<file path="src/rtl/note_sequencer.sv">
// note_sequencer
//
// Queues 32-bit tone commands written by the CPU and plays them back-to-back
// as a square wave on the buzzer pin. Each command word carries a half-period
// in clk cycles (0 = rest) and a duration in ticks of MS_DIV clk cycles
// (0 = discard).
//
// Ports:
//   clk      system clock, all logic on posedge
//   res      synchronous active-high reset (priority over flush)
//   wr_stb   one-cycle pulse, wr_data holds a new command
//   wr_data  [15:0] half_period, [31:16] duration
//   flush    synchronous abort: empty FIFO, stop current note, clear overflow
//   buzz     square-wave output
//   busy     a note or rest is playing (FSM in PLAY)
//   empty    FIFO empty
//   full     FIFO holds DEPTH entries
//   level    FIFO occupancy
//   overflow sticky: a write was dropped because the FIFO was full
//
// Handshake: wr_stb has no back-pressure. A strobe is accepted when the FIFO
// is not full, or when it is full but the sequencer pops the head in the same
// cycle; otherwise the word is dropped and overflow is set.
module note_sequencer #(
    parameter int DEPTH  = 4,
    parameter int MS_DIV = 100000
) (
    input  logic                       clk,
    input  logic                       res,
    input  logic                       wr_stb,
    input  logic [31:0]                wr_data,
    input  logic                       flush,
    output logic                       buzz,
    output logic                       busy,
    output logic                       empty,
    output logic                       full,
    output logic [$clog2(DEPTH+1)-1:0] level,
    output logic                       overflow
);

    localparam int PW = $clog2(DEPTH);
    localparam int LW = $clog2(DEPTH + 1);
    localparam int TW = $clog2(MS_DIV);
    localparam logic [TW-1:0] TICK_LAST  = TW'(MS_DIV - 1);
    localparam logic [LW-1:0] LEVEL_FULL = LW'(DEPTH);

    typedef enum logic {
        IDLE = 1'b0,
        PLAY = 1'b1
    } state_t;

    state_t state_q, state_d;

    logic [31:0]   mem [DEPTH];
    logic [PW-1:0] wr_ptr_q, rd_ptr_q;
    logic [LW-1:0] level_q;
    logic          overflow_q;

    logic [15:0]   hp_q, hp_d;
    logic [15:0]   dur_cnt_q, dur_cnt_d;
    logic [15:0]   tone_cnt_q, tone_cnt_d;
    logic [TW-1:0] tick_cnt_q, tick_cnt_d;
    logic          buzz_q, buzz_d;

    logic          pop;
    logic          push;
    logic [31:0]   head;

    assign empty    = (level_q == '0);
    assign full     = (level_q == LEVEL_FULL);
    assign level    = level_q;
    assign overflow = overflow_q;
    assign buzz     = buzz_q;
    assign busy     = (state_q == PLAY);
    assign head     = mem[rd_ptr_q];

    // The head is consumed in every IDLE cycle with data, whether it becomes
    // a note or is discarded for zero duration.
    assign pop  = (state_q == IDLE) && !empty && !flush;
    // A pop in the same cycle frees the slot a push into a full FIFO needs.
    assign push = wr_stb && !flush && (!full || pop);

    // FIFO bookkeeping; pointers are PW bits wide so they wrap modulo DEPTH.
    always_ff @(posedge clk) begin
        if (res || flush) begin
            wr_ptr_q   <= '0;
            rd_ptr_q   <= '0;
            level_q    <= '0;
            overflow_q <= 1'b0;
        end else begin
            if (push) begin
                wr_ptr_q <= wr_ptr_q + 1'b1;
            end
            if (pop) begin
                rd_ptr_q <= rd_ptr_q + 1'b1;
            end
            case ({push, pop})
                2'b10:   level_q <= level_q + 1'b1;
                2'b01:   level_q <= level_q - 1'b1;
                default: level_q <= level_q;
            endcase
            if (wr_stb && !push) begin
                overflow_q <= 1'b1;
            end
        end
    end

    // Storage needs no reset: pointers and level decide what is valid.
    always_ff @(posedge clk) begin
        if (push) begin
            mem[wr_ptr_q] <= wr_data;
        end
    end

    // FSM and counter state register.
    always_ff @(posedge clk) begin
        if (res || flush) begin
            state_q    <= IDLE;
            hp_q       <= '0;
            dur_cnt_q  <= '0;
            tone_cnt_q <= '0;
            tick_cnt_q <= '0;
            buzz_q     <= 1'b0;
        end else begin
            state_q    <= state_d;
            hp_q       <= hp_d;
            dur_cnt_q  <= dur_cnt_d;
            tone_cnt_q <= tone_cnt_d;
            tick_cnt_q <= tick_cnt_d;
            buzz_q     <= buzz_d;
        end
    end

    // Next-state and counter logic.
    always_comb begin
        state_d    = state_q;
        hp_d       = hp_q;
        dur_cnt_d  = dur_cnt_q;
        tone_cnt_d = tone_cnt_q;
        tick_cnt_d = tick_cnt_q;
        buzz_d     = buzz_q;

        case (state_q)
            IDLE: begin
                buzz_d = 1'b0;
                if (pop && (head[31:16] != 16'd0)) begin
                    hp_d       = head[15:0];
                    dur_cnt_d  = head[31:16];
                    tone_cnt_d = '0;
                    tick_cnt_d = '0;
                    state_d    = PLAY;
                end
            end

            PLAY: begin
                // Duration: dur_cnt ticks of MS_DIV cycles each.
                if (tick_cnt_q == TICK_LAST) begin
                    tick_cnt_d = '0;
                    if (dur_cnt_q == 16'd1) begin
                        dur_cnt_d = '0;
                        state_d   = IDLE;
                    end else begin
                        dur_cnt_d = dur_cnt_q - 16'd1;
                    end
                end else begin
                    tick_cnt_d = tick_cnt_q + 1'b1;
                end

                // Tone: toggle every hp cycles, silent when hp is zero.
                if (hp_q == 16'd0) begin
                    tone_cnt_d = '0;
                    buzz_d     = 1'b0;
                end else if (tone_cnt_q == (hp_q - 16'd1)) begin
                    tone_cnt_d = '0;
                    buzz_d     = !buzz_q;
                end else begin
                    tone_cnt_d = tone_cnt_q + 16'd1;
                end

                // Leaving PLAY always parks the pin low.
                if (state_d == IDLE) begin
                    tone_cnt_d = '0;
                    buzz_d     = 1'b0;
                end
            end

            default: begin
                state_d = IDLE;
            end
        endcase
    end

endmodule
</file>
<file path="config.mk">
export PLATFORM = sky130hd
export DESIGN_NAME = note_sequencer
export DESIGN_NICKNAME = d
export VERILOG_FILES = /design/src/rtl/note_sequencer.sv
export SDC_FILE = /design/constraint.sdc
export NUM_CORES = 1
export LEC_CHECK = 0
export CAP_MARGIN = 40
export CORE_MARGIN = 1
export CORE_UTILIZATION = 40
export CTS_CLUSTER_SIZE = 30
export DETAILED_ROUTE_END_ITERATION = 8
export GPL_ROUTABILITY_DRIVEN = 0
export PLACE_DENSITY_LB_ADDON = 0.3
export SLEW_MARGIN = 20
export SYNTH_ARGS = -nofsm -noshare
export SYNTH_HDL_FRONTEND = slang
export SYNTH_SLANG_ARGS = --single-unit
export TNS_END_PERCENT = 50
</file>
<file path="constraint.sdc">
create_clock -name clk -period 3 [get_ports clk]
set_input_delay 0.45 -clock clk [delete_from_list [all_inputs] [get_ports clk]]
set_output_delay 0.45 -clock clk [all_outputs]
set_load 0.01 [all_outputs]
</file>
==> results of run 1 <==
## worst paths after layout
path	from	end	slack (ps)
max	hp_q[8]	tone_cnt_q[5]	220
min	overflow	overflow	470
max reg2reg	hp_q[8]	tone_cnt_q[5]	220
min reg2reg	overflow	overflow	470
## worst register-to-register path: stages (launching register included)
cell     delay [ps]
dfxtp_1         350
or4_1           680
nor4b_2         360
xnor2_1         160
a31oi_1          90
or3_1           480
nor3_1          380
o21ai_0         140
## area by class of cell
cell class / instances / area (µm²) / share of cell area
Clock buffer: 31 / 646 / 0.0601
Clock inverter: 11 / 171 / 0.0160
Inverter: 17 / 63.8 / 0.00594
Multi-Input combinational cell: 465 / 3460 / 0.322
Sequential cell: 205 / 5390 / 0.501
Tap cell: 280 / 350 / 0.0326
Timing Repair Buffer: 66 / 666 / 0.0619
## stage by stage
step | util | hold slack (ps) | total power, mW | setup WS [ps] | std cells
final | 0.488 | 467 | 6.44 | 224 | 1075
after global routing | 0.488 | 504 | 6.65 | 106 | 1075
after CTS | 0.488 | 474 | 6.51 | 168 | 1075
after detailed placement | 0.450 | 460 | 3.53 | 185 | 1033
after global placement | 0.450 | 452 | 3.52 | 167 | 1033
after floorplan | - | 453 | 3.36 | 457 | 719
## power breakdown
part	switching, mW	internal, mW	leakage [nW]	total, mW
Sequential	0.0202	3.04	1.78	3.06
Combinational	0.222	0.186	1.33	0.409
Clock	1.11	1.86	0.402	2.97
Total	1.35	5.08	3.52	6.44
## cell families after synthesis
group                      Yosys count
muxes                               50
adders and majority gates           10
xor gates and xnor gates            36
and+or+nand+nor                    236
AOI/OAI and AO/OA                  133
buffers and inverters               49
DFF                                205
## flip-flops by register name, summed over array words and instances (netlist names), named ones only
| signal | cells |
|---|---|
| tone_cnt_q | 16 |
| dur_cnt_q | 16 |
| buzz | 1 |
| wr_ptr_q | 2 |
| tick_cnt_q | 17 |
| rd_ptr_q | 2 |
| busy | 1 |
| mem | 128 |
| overflow | 1 |
| level | 3 |
| hp_q | 16 |
## per-layer routing
layer | up-vias | track usage | wire, µm
met3 | 39 | 0.0247 | 672
met4 | 0 | 0.0568 | 573
met5 | - | 0 | 0
met1 | 2905 | 0.231 | 9050
met2 | 126 | 0.276 | 8870
li1 | 2864 | - | -
## synth_stat cells (all sizes together), types with 11 or more instances
library cell	n	area share
nand2	59	0.024
a21oi	23	0.013
nor4	14	0.011
buf	17	0.011
nor3	18	0.0099
dfxtp	77	0.17
edfxtp	128	0.42
clkbuf	15	0.0062
mux2i	18	0.020
xnor2	20	0.020
inv	16	0.0066
o21ai	48	0.028
nand3	11	0.0061
mux4	32	0.080
nor2	71	0.029
xor2	16	0.015
## repair_timing
item | in CTS | in global routing
setup buffers | 0 | 0
resized for setup | 0 | 1
endpoints found under the hold margin | 0 | 0
setup endpoints to repair | 0 | 1
==> flow_summary.ini, run 1 <==
[yosys]
synthDistinctLibCells = 71
synth-simple-area-share = 0.132
synthArstFlopShare = 0
postSynthAreaPerCell_um2 = 12.6
synth_compound_area_frac = 0.0993
synth_xor_area_frac = 0.0356
yosys_warnings = 0
synth_top_family_by_area = simple AND/OR/NAND/NOR gates
synth_seq_cells = 205
netlist_instances = 719
synth_edf_count = 128
synth_area_um2 = 9060
synthAdderAreaFrac = 0.0146
ys_seq_area_frac = 0.594
synth_nets = 765
ys.flop_type = edfxtp_1
synthMuxAreaShare = 0.0994

[timing]
finalHoldViolations = 0
finalSetupViolations = 0
finalSetupTns_ps = 0
relSlewSlack = 0.590
fin_crit_sh = 0.925
fmax_mhz = 360
min_period_ps = 2780
final.setup_skew_ps = 10.6
rsz0062_at_grt = false
slew_violations = 0
tightest_slew_ps = 610

[grt]
overflow = 0
grt_max_degree = 37
grt.total_usage = 0.169
grt_pass1_wl_mm = 31.2
antenna_found_initial = 0
first_global_vias = 5776

[finish]
layout_common_cells = 128 x edfxtp_1, 76 x dfxtp_1, 70 x nor2_1
syn_to_final_growth_pct = 18.6
fin_nets = 824
layout_commonest_cell = edfxtp_1
design_area_um2 = 10700
drive_gt1_frac = 0.142
antennaDiodeCount = 0
fillers = 1971

[detailed_routing]
viasPerCell = 5.52
wl_per_cell_um = 17.8
drt_wl_total_mm = 19.2
num_vias = 5934
dr.pass1.iters = 7
drtIter0Drc = 358
drtAntennaViolNets = 0
drcViolationCount = 1

[floorplanning]
die_y_um = 153
dieArea_um2 = 23300
core_area_um2 = 22000
num_io_pins = 44
initial_utilization = 0.411
row_count = 54
die_x_um = 153

[clock_network]
cts_tree = built
cts.clk_slew.worst_paths_ps = 60
cts_made_buffers = 23
cts_sinks = 205
h-tree-depth = 1
cts_root_buffer = clkbuf_16
hold_buffers = 0
clk_latency_ps = 510
cts.path.max_buffers = 3

[worst_setup_path]
reg2reg_depth = 7
critPathBufInv = 0
critPathSlowestCell = or4_1
cp_max_fo = 9
crit_type = flop to flop
cp.depth = 7
max_stage_delay_ps = 680
end_kind = flop
critical_path_arrival_ps = 3160
worstPathRequired_ps = 3380
start_kind = flop
path_cells = or4_1 > nor4b_2 > xnor2_1 > a31oi_1 > or3_1 > nor3_1 > o21ai_0
path_delay_family = simple AND/OR/NAND/NOR gates

[hold_path]
min_path_cells = 2
hold_path_class = flop to flop

[run_status]
violations = design-rule violations
status = complete, but fails checks

[placed_design]
io_buffers = 43
dpl.hpwl_mm = 12.7
place_area_um2 = 9920

[flow_run]
maxCapViolCount = 0

[power_and_ir_drop]
leakagePower_nw = 3.52
irDropWorstVdd_mv = 0.707
p_per_area_nw_per_um2 = 599
Power figures use the tool's default switching activity.
==> inputs of run 2 (changes only) <==
HOLD_SLACK_MARGIN = 0.1   (was unset)
==> results of run 2 <==
Final layout, timing and power as in run 1 (identical DEF).
==> inputs of run 3 (changes only) <==
CAP_MARGIN = 0   (was 40)
==> results of run 3 <==
Final layout, timing and power as in run 1 (identical DEF).
